### config.mk
export PLATFORM = sky130hd
export DESIGN_NAME = mmio_timer_flat
export DESIGN_NICKNAME = d
export VERILOG_FILES = /design/src/rtl/mmio_timer_pkg.sv /design/src/rtl/mmio_timer_if.sv /design/src/rtl/mmio_timer_core.sv /design/src/rtl/mmio_timer.sv /design/src/flat_wrapper.sv
export SDC_FILE = /design/constraint.sdc
export NUM_CORES = 1
export LEC_CHECK = 0
export ABC_AREA = 0
export BUFFER_PORTS_ARGS = -buffer_cell sky130_fd_sc_hd__buf_2
export CORE_MARGIN = 10
export CORE_UTILIZATION = 45
export CTS_CLUSTER_SIZE = 12
export DETAILED_ROUTE_END_ITERATION = 8
export GPL_TIMING_DRIVEN = 0
export PLACE_DENSITY = 0.64
export SYNTH_ARGS = -nofsm -noshare
export SYNTH_HDL_FRONTEND = slang
export SYNTH_SLANG_ARGS = --single-unit
### constraint.sdc
create_clock -name clock -period 6.9 [get_ports clock]
set_input_delay 0 -clock clock [delete_from_list [all_inputs] [get_ports clock]]
set_output_delay 0 -clock clock [all_outputs]
set_load 0.01 [all_outputs]
### src/rtl/mmio_timer_pkg.sv
// Shared constants for the MMIO machine timer: register indices, AXI response
// codes, responder states and CTRL bit positions.
package mmio_timer_pkg;

    // Register word indices (byte offset >> 2)
    localparam logic [2:0] REG_CTRL      = 3'd0;  // 0x00
    localparam logic [2:0] REG_STATUS    = 3'd1;  // 0x04
    localparam logic [2:0] REG_MTIME_LO  = 3'd2;  // 0x08
    localparam logic [2:0] REG_MTIME_HI  = 3'd3;  // 0x0C
    localparam logic [2:0] REG_CMP_LO    = 3'd4;  // 0x10
    localparam logic [2:0] REG_CMP_HI    = 3'd5;  // 0x14
    localparam int         NUM_REGS      = 6;     // offsets >= 0x18 unmapped

    localparam logic [1:0] RESP_OKAY   = 2'b00;
    localparam logic [1:0] RESP_SLVERR = 2'b10;

    localparam int CTRL_EN = 0;
    localparam int CTRL_IE = 1;

    typedef enum logic [1:0] {IDLE, WRESP, RRESP} state_t;

    // Byte-strobe merge of new data over an old word
    function automatic logic [31:0] merge_bytes(input logic [31:0] old,
                                                input logic [31:0] data,
                                                input logic [3:0]  strb);
        logic [31:0] res;
        res = old;
        for (int b = 0; b < 4; b++)
            if (strb[b]) res[b*8 +: 8] = data[b*8 +: 8];
        return res;
    endfunction

endpackage

### src/rtl/mmio_timer_if.sv
// AXI4-Lite bus bundle between the CPU mmio port (master) and the timer (slave).
interface mmio_timer_if #(parameter int ADDR_WIDTH = 12);
    logic                  aw_valid, aw_ready;
    logic [ADDR_WIDTH-1:0] aw_bits_addr;
    logic [2:0]            aw_bits_prot;
    logic                  w_valid, w_ready;
    logic [31:0]           w_bits_data;
    logic [3:0]            w_bits_strb;
    logic                  b_valid, b_ready;
    logic [1:0]            b_bits_resp;
    logic                  ar_valid, ar_ready;
    logic [ADDR_WIDTH-1:0] ar_bits_addr;
    logic [2:0]            ar_bits_prot;
    logic                  r_valid, r_ready;
    logic [31:0]           r_bits_data;
    logic [1:0]            r_bits_resp;

    modport slave (
        input  aw_valid, aw_bits_addr, aw_bits_prot, w_valid, w_bits_data, w_bits_strb,
               b_ready, ar_valid, ar_bits_addr, ar_bits_prot, r_ready,
        output aw_ready, w_ready, b_valid, b_bits_resp, ar_ready, r_valid,
               r_bits_data, r_bits_resp
    );

    modport master (
        output aw_valid, aw_bits_addr, aw_bits_prot, w_valid, w_bits_data, w_bits_strb,
               b_ready, ar_valid, ar_bits_addr, ar_bits_prot, r_ready,
        input  aw_ready, w_ready, b_valid, b_bits_resp, ar_ready, r_valid,
               r_bits_data, r_bits_resp
    );
endinterface

### src/rtl/mmio_timer_core.sv
// Timer state: prescaler, 64-bit mtime, mtimecmp, CTRL bits and sticky pending,
// updated through a single byte-strobed register write port.
module mmio_timer_core
    import mmio_timer_pkg::*;
#(
    parameter int PRESCALE = 1
) (
    input  logic        clock,
    input  logic        reset,
    input  logic        wr_en,
    input  logic [2:0]  wr_sel,
    input  logic [31:0] wr_data,
    input  logic [3:0]  wr_strb,
    output logic        en,
    output logic        ie,
    output logic        pending,
    output logic [63:0] mtime,
    output logic [63:0] mtimecmp
);
    localparam int PS_W = (PRESCALE > 1) ? $clog2(PRESCALE) : 1;

    logic [PS_W-1:0] ps_cnt;
    logic            tick;
    logic [63:0]     mtime_inc, mtime_next, cmp_next;
    logic            pend_set, pend_clr;

    assign tick      = en && (ps_cnt == PS_W'(PRESCALE - 1));
    assign mtime_inc = tick ? mtime + 64'd1 : mtime;
    assign pend_set  = (mtime >= mtimecmp);
    assign pend_clr  = wr_en && (wr_sel == REG_STATUS) && wr_strb[0] && wr_data[0];

    // Written bytes override the incremented count; untouched bytes keep the increment
    always_comb begin
        mtime_next = mtime_inc;
        cmp_next   = mtimecmp;
        if (wr_en) begin
            case (wr_sel)
                REG_MTIME_LO: mtime_next[31:0]  = merge_bytes(mtime_inc[31:0],  wr_data, wr_strb);
                REG_MTIME_HI: mtime_next[63:32] = merge_bytes(mtime_inc[63:32], wr_data, wr_strb);
                REG_CMP_LO:   cmp_next[31:0]    = merge_bytes(mtimecmp[31:0],   wr_data, wr_strb);
                REG_CMP_HI:   cmp_next[63:32]   = merge_bytes(mtimecmp[63:32],  wr_data, wr_strb);
                default: ;
            endcase
        end
    end

    // Prescaler runs only while enabled and restarts from zero when disabled
    always_ff @(posedge clock or posedge reset) begin
        if (reset)                 ps_cnt <= '0;
        else if (!en || tick)      ps_cnt <= '0;
        else                       ps_cnt <= ps_cnt + 1'b1;
    end

    // Counter, compare, control and sticky pending (set beats W1C)
    always_ff @(posedge clock or posedge reset) begin
        if (reset) begin
            mtime    <= '0;
            mtimecmp <= '1;
            en       <= 1'b0;
            ie       <= 1'b0;
            pending  <= 1'b0;
        end else begin
            mtime    <= mtime_next;
            mtimecmp <= cmp_next;
            pending  <= pend_set | (pending & ~pend_clr);
            if (wr_en && (wr_sel == REG_CTRL) && wr_strb[0]) begin
                en <= wr_data[CTRL_EN];
                ie <= wr_data[CTRL_IE];
            end
        end
    end
endmodule

### src/rtl/mmio_timer.sv
// AXI4-Lite responder for the machine timer: one transaction at a time,
// writes prioritised over reads, OKAY for mapped words and SLVERR otherwise.
module mmio_timer
    import mmio_timer_pkg::*;
#(
    parameter int ADDR_WIDTH = 12,
    parameter int PRESCALE   = 1
) (
    input  logic        clock,
    input  logic        reset,
    mmio_timer_if.slave io,
    output logic        io_irq
);
    state_t                state, state_next;
    logic                  aw_held, w_held;
    logic [ADDR_WIDTH-1:0] aw_addr_q;
    logic [31:0]           w_data_q;
    logic [3:0]            w_strb_q;
    logic [1:0]            b_resp_q, r_resp_q;
    logic [31:0]           r_data_q;

    logic                  aw_hs, w_hs, ar_hs, wr_fire;
    logic [ADDR_WIDTH-1:0] wr_addr;
    logic [31:0]           wr_data, rd_data;
    logic [3:0]            wr_strb;
    logic                  wr_mapped, rd_mapped;
    logic                  en, ie, pending;
    logic [63:0]           mtime, mtimecmp;

    assign io.aw_ready = (state == IDLE) && !aw_held;
    assign io.w_ready  = (state == IDLE) && !w_held;
    assign io.ar_ready = (state == IDLE) && !aw_held && !w_held && !io.aw_valid && !io.w_valid;
    assign io.b_valid     = (state == WRESP);
    assign io.b_bits_resp = b_resp_q;
    assign io.r_valid     = (state == RRESP);
    assign io.r_bits_data = r_data_q;
    assign io.r_bits_resp = r_resp_q;
    assign io_irq         = pending & ie;

    assign aw_hs   = io.aw_valid && io.aw_ready;
    assign w_hs    = io.w_valid && io.w_ready;
    assign ar_hs   = io.ar_valid && io.ar_ready;
    assign wr_fire = (state == IDLE) && (aw_held || aw_hs) && (w_held || w_hs);
    assign wr_addr = aw_held ? aw_addr_q : io.aw_bits_addr;
    assign wr_data = w_held ? w_data_q : io.w_bits_data;
    assign wr_strb = w_held ? w_strb_q : io.w_bits_strb;

    assign wr_mapped = (wr_addr[ADDR_WIDTH-1:2] < NUM_REGS);
    assign rd_mapped = (io.ar_bits_addr[ADDR_WIDTH-1:2] < NUM_REGS);

    // prot and the byte lane within a word carry no meaning here
    logic unused_ok;
    assign unused_ok = ^{io.aw_bits_prot, io.ar_bits_prot, wr_addr[1:0], io.ar_bits_addr[1:0]};

    mmio_timer_core #(.PRESCALE(PRESCALE)) core (
        .clock    (clock),
        .reset    (reset),
        .wr_en    (wr_fire && wr_mapped),
        .wr_sel   (wr_addr[4:2]),
        .wr_data  (wr_data),
        .wr_strb  (wr_strb),
        .en       (en),
        .ie       (ie),
        .pending  (pending),
        .mtime    (mtime),
        .mtimecmp (mtimecmp)
    );

    // Read mux over current register values; unmapped reads return 0
    always_comb begin
        rd_data = '0;
        if (rd_mapped) begin
            case (io.ar_bits_addr[4:2])
                REG_CTRL:     rd_data = {30'd0, ie, en};
                REG_STATUS:   rd_data = {31'd0, pending};
                REG_MTIME_LO: rd_data = mtime[31:0];
                REG_MTIME_HI: rd_data = mtime[63:32];
                REG_CMP_LO:   rd_data = mtimecmp[31:0];
                REG_CMP_HI:   rd_data = mtimecmp[63:32];
                default:      rd_data = '0;
            endcase
        end
    end

    // Next-state: write commit, read capture, response handshakes
    always_comb begin
        state_next = state;
        case (state)
            IDLE:    if (wr_fire) state_next = WRESP;
                     else if (ar_hs) state_next = RRESP;
            WRESP:   if (io.b_ready) state_next = IDLE;
            RRESP:   if (io.r_ready) state_next = IDLE;
            default: state_next = IDLE;
        endcase
    end

    // State register plus AW/W holding flops and response payloads
    always_ff @(posedge clock or posedge reset) begin
        if (reset) begin
            state     <= IDLE;
            aw_held   <= 1'b0;
            w_held    <= 1'b0;
            aw_addr_q <= '0;
            w_data_q  <= '0;
            w_strb_q  <= '0;
            b_resp_q  <= RESP_OKAY;
            r_resp_q  <= RESP_OKAY;
            r_data_q  <= '0;
        end else begin
            state <= state_next;
            if (wr_fire) begin
                aw_held  <= 1'b0;
                w_held   <= 1'b0;
                b_resp_q <= wr_mapped ? RESP_OKAY : RESP_SLVERR;
            end else begin
                if (aw_hs) begin
                    aw_held   <= 1'b1;
                    aw_addr_q <= io.aw_bits_addr;
                end
                if (w_hs) begin
                    w_held   <= 1'b1;
                    w_data_q <= io.w_bits_data;
                    w_strb_q <= io.w_bits_strb;
                end
            end
            if (ar_hs) begin
                r_data_q <= rd_data;
                r_resp_q <= rd_mapped ? RESP_OKAY : RESP_SLVERR;
            end
        end
    end
endmodule
### src/flat_wrapper.sv
// flat-port wrapper written by rule: the top's interface ports become plain ports
module mmio_timer_flat import mmio_timer_pkg::*;
#(
    parameter int ADDR_WIDTH = 12,
    parameter int PRESCALE   = 1
)
  (clock, reset, io_irq, io_aw_valid, io_aw_bits_addr, io_aw_bits_prot, io_w_valid, io_w_bits_data, io_w_bits_strb, io_b_ready, io_ar_valid, io_ar_bits_addr, io_ar_bits_prot, io_r_ready, io_aw_ready, io_w_ready, io_b_valid, io_b_bits_resp, io_ar_ready, io_r_valid, io_r_bits_data, io_r_bits_resp);
  mmio_timer_if #(.ADDR_WIDTH(ADDR_WIDTH)) io_i ();
  input  logic clock;
  input  logic reset;
  output logic io_irq;
  input wire logic [$bits(io_i.aw_valid)-1:0] io_aw_valid;
  input wire logic [$bits(io_i.aw_bits_addr)-1:0] io_aw_bits_addr;
  input wire logic [$bits(io_i.aw_bits_prot)-1:0] io_aw_bits_prot;
  input wire logic [$bits(io_i.w_valid)-1:0] io_w_valid;
  input wire logic [$bits(io_i.w_bits_data)-1:0] io_w_bits_data;
  input wire logic [$bits(io_i.w_bits_strb)-1:0] io_w_bits_strb;
  input wire logic [$bits(io_i.b_ready)-1:0] io_b_ready;
  input wire logic [$bits(io_i.ar_valid)-1:0] io_ar_valid;
  input wire logic [$bits(io_i.ar_bits_addr)-1:0] io_ar_bits_addr;
  input wire logic [$bits(io_i.ar_bits_prot)-1:0] io_ar_bits_prot;
  input wire logic [$bits(io_i.r_ready)-1:0] io_r_ready;
  output wire logic [$bits(io_i.aw_ready)-1:0] io_aw_ready;
  output wire logic [$bits(io_i.w_ready)-1:0] io_w_ready;
  output wire logic [$bits(io_i.b_valid)-1:0] io_b_valid;
  output wire logic [$bits(io_i.b_bits_resp)-1:0] io_b_bits_resp;
  output wire logic [$bits(io_i.ar_ready)-1:0] io_ar_ready;
  output wire logic [$bits(io_i.r_valid)-1:0] io_r_valid;
  output wire logic [$bits(io_i.r_bits_data)-1:0] io_r_bits_data;
  output wire logic [$bits(io_i.r_bits_resp)-1:0] io_r_bits_resp;
  assign io_i.aw_valid = io_aw_valid;
  assign io_i.aw_bits_addr = io_aw_bits_addr;
  assign io_i.aw_bits_prot = io_aw_bits_prot;
  assign io_i.w_valid = io_w_valid;
  assign io_i.w_bits_data = io_w_bits_data;
  assign io_i.w_bits_strb = io_w_bits_strb;
  assign io_i.b_ready = io_b_ready;
  assign io_i.ar_valid = io_ar_valid;
  assign io_i.ar_bits_addr = io_ar_bits_addr;
  assign io_i.ar_bits_prot = io_ar_bits_prot;
  assign io_i.r_ready = io_r_ready;
  assign io_aw_ready = io_i.aw_ready;
  assign io_w_ready = io_i.w_ready;
  assign io_b_valid = io_i.b_valid;
  assign io_b_bits_resp = io_i.b_bits_resp;
  assign io_ar_ready = io_i.ar_ready;
  assign io_r_valid = io_i.r_valid;
  assign io_r_bits_data = io_i.r_bits_data;
  assign io_r_bits_resp = io_i.r_bits_resp;
  mmio_timer #(.ADDR_WIDTH(ADDR_WIDTH), .PRESCALE(PRESCALE)) u_core (.clock(clock), .reset(reset), .io(io_i), .io_irq(io_irq));
endmodule
==> results.sh <==
export IMPL_outcome="finished, violations left"
export IMPL_violations="max-capacitance violations"
export IMPL_cp_buffers_inverters=0
export IMPL_synth_cell_type_count=53
export IMPL_setup_viol=0
export IMPL_cts_buffer_depth=3
export IMPL_antenna_found_initial=1
export IMPL_p_per_area_nw_per_um2=273
export IMPL_cp_arrival_ps=3820
export IMPL_dpl_cell_area_sq_um=13000
export IMPL_fin_area_sq_um=14300
export IMPL_seq_area_frac_synth_pct=45.6
export IMPL_leakage_nw=6.14
export IMPL_fin_hold_ws_ps=82.1
export IMPL_hp_class="in2reg"
export IMPL_netlist_instances=1195
export IMPL_via_per_inst=5.71
export IMPL_wl_per_cell_um=20.4
export IMPL_grt_total_usage_pct=21.0
export IMPL_n_antenna_cell=0
export IMPL_initialDrtViolationCount=830
export IMPL_ys_top_cells_by_count="152 x dfrtp_1, 148 x nand2_1, 108 x o21ai_0"
export IMPL_worstSetupPathType="reg2reg"
export IMPL_rows=59
export IMPL_place_congestion=0.895
export IMPL_dieHeight_um=183
export IMPL_synth_top_area_cell="dfrtp_1"
export IMPL_dp_slack_ps=3670
export IMPL_fp_dieW_um=183
export IMPL_postCtsSetupBuffers=0
export IMPL_start_util_pct=45.9
export IMPL_drc=0
export IMPL_timing_critical_path_from_type="flop"
export IMPL_ys_flop_type="dfrtp_1"
export IMPL_dieArea_sq_um=33700
export IMPL_slowest_delay_ps=1210
export IMPL_rsz0062_at_grt="false"
export IMPL_yosys_cell_count_top_type="dfrtp_1"
export IMPL_clock_latency_ps=530
export IMPL_avgSynthCellArea_sq_um=10.1
export IMPL_wirelength_um=35400
export IMPL_path_clk_slew_ps=60
export IMPL_synth_seq_cells=216
export IMPL_numCtsBuffers=25
export IMPL_worst_slack_ps=3470
export IMPL_max_cap_viol_count=1
export IMPL_ys_async_sr_fraction_pct=100
export IMPL_clock_sinks=216
export IMPL_synth_top_area_share_pct=31.6
export IMPL_dpl_hpwl_um=25600
export IMPL_final_max_slew_violation_count=0
export IMPL_grt_pass1_vias=10000
export IMPL_synth_edf_count=0
export IMPL_fin_crit_sh_pct=49.8
export IMPL_path_delay_family="simple AND/OR/NAND/NOR gates"
export IMPL_grt_pass1_wl_um=56600
export IMPL_fin_nets=1517
export IMPL_io_pins=115
export IMPL_slew_headroom_pct=1.96
export IMPL_post_cts_resized=0
export IMPL_h_tree_depth=1
export IMPL_grt_max_degree=120
export IMPL_cp_end_kind="flop"
export IMPL_ant_nets=0
export IMPL_finalClockSkew_ps=11.5
export IMPL_core_sq_um=26200
export IMPL_finalHoldViolCount=0
export IMPL_worst_slew_pin_slew_ps=1460
export IMPL_period_minus_slack_ps=3430
export IMPL_crit_required_ps=7290
export IMPL_gr_total_overflow=0
export IMPL_ir_drop_uv=196
export IMPL_drive_gt1_share_pct=19.8
export IMPL_worst_path_max_delay_cell="nor4_1"
export IMPL_port_buffers=101
export IMPL_critical_path_cell_chain="ha_1 -> nand3_1 -> or4_1 -> nor4_1 -> nand3_1 -> xor2_1 -> mux2i_1"
export IMPL_ys_top_cells_by_area="dfrtp_1 32%, dfstp_2 14%, mux2i_1 8.6%"
export IMPL_syn_cell_area_sq_um=12000
export IMPL_cts_root_buf="clkbuf_16"
export IMPL_holdBufCountCts=53
export IMPL_fmax_mhz=291
export IMPL_syn2layout_area_growth_pct=19.2
export IMPL_drtPass1Iterations=5
export IMPL_vias=9887
export IMPL_crit_top_cell="nand3_1"
export IMPL_crit_fanout=5
export IMPL_tritoncts="yes"
export IMPL_yosys_warnings=0
[registers in the layout (all words and copies together) (netlist names)]
signal and cells:
u_core.io.r_bits_data 32, u_core.core.en 1, u_core.core.ie 1, u_core.w_data_q 32, u_core.aw_addr_q 10, u_core.core.mtimecmp 64
u_core.io.b_bits_resp 1, u_core.core.mtime 64, u_core.state 2, u_core.core.ps_cnt 1, u_core.w_strb_q 4, u_core.w_held 1
u_core.io.r_bits_resp 1, u_core.aw_held 1, u_core.core.pending 1
[layout make-up]
cell class	instances	area, sq um
clock buffers	35	703
fillers	2339	11900
multi-input cells	855	6060
inverters	80	308
well taps	335	419
repair buffers	155	1060
flip-flops and latches	216	5490
plain buffers	46	193
clock inverters	10	103
[layout by cell type, fill, tap and decap left out, types with 25 or more instances in the layout]
cell type      instances
nand3_1               48
inv_1                 79
mux2_2                51
xnor2_1               39
dlygate4sd3_1         53
dfstp_2               64
buf_2                104
clkbuf_16             25
nor3_1                30
o21ai_0              108
a221oi_1              30
a21oi_1               33
nand2_1              148
mux2i_1              103
nor2_1                35
dfrtp_1              152
clkbuf_1              44
ha_1                  65
a22o_1                30
[final timing paths]
path                                      startpoint                         to  slack [ps]  cells past startpoint
setup / recovery                u_core.core.mtime[0]      u_core.core.mtime[56]        3470                      7
hold / removal                            io_w_valid   u_core.io.b_bits_resp[1]          80                      4
setup reg to reg                u_core.core.mtime[0]      u_core.core.mtime[56]        3470                      7
hold reg to reg            u_core.io.r_bits_data[11]  u_core.io.r_bits_data[11]         470                      2
max in group asynchronous                      reset         u_core.core.ps_cnt        5740                      4
min in group asynchronous                      reset         u_core.w_data_q[9]         120                      3
[logic make-up (layout without fill, tap and decap cells)]
| family | Yosys count | count (layout) | synth area share, % |
|---|---|---|---|
| other cells | 1 | 3 | 0.0312 |
| mux | 154 | 154 | 13.3 |
| xor+xnor | 63 | 63 | 4.59 |
| simple gates | 349 | 349 | 14.0 |
| flops | 216 | 216 | 45.6 |
| buf+inv | 126 | 326 | 4.10 |
| fa+ha+maj | 65 | 65 | 6.76 |
| compound gates | 221 | 221 | 11.6 |
[power by group]
group          total [mW]  switching, mW  leakage (nW)  internal, mW
Combinational       0.932          0.518          3.23         0.415
Sequential           1.66          0.169          2.51          1.49
Clock                1.32          0.542         0.400         0.782
[metrics by stage]
stage / power, mW / TNS [ps] / cells / utilization (%)
finish: 3.92 / 0 / 1732 / 54.7
global route: 4.11 / 0 / 1732 / 54.7
CTS: 3.93 / 0 / 1732 / 54.7
detailed placement: 2.58 / 0 / 1634 / 49.6
global placement: 2.54 / -226870 / 1633 / 49.5
floorplan: 2.27 / 0 / 1197 / -
[worst reg2reg max path: stages, from the launching register on]
cell,delay (ps)
dfrtp_1,430
ha_1,230
nand3_1,190
or4_1,720
nor4_1,1210
nand3_1,210
xor2_1,210
mux2i_1,100
[layer usage]
layer / track usage (%) / vias up / routed length, um
met5: 0 / - / 13
met4: 6.46 / 2 / 1110
met3: 3.36 / 77 / 2330
met2: 33.6 / 344 / 16100
met1: 28.6 / 4832 / 15800
li1: - / 4632 / -
Note: power is estimated with default switching activity, not from simulation.
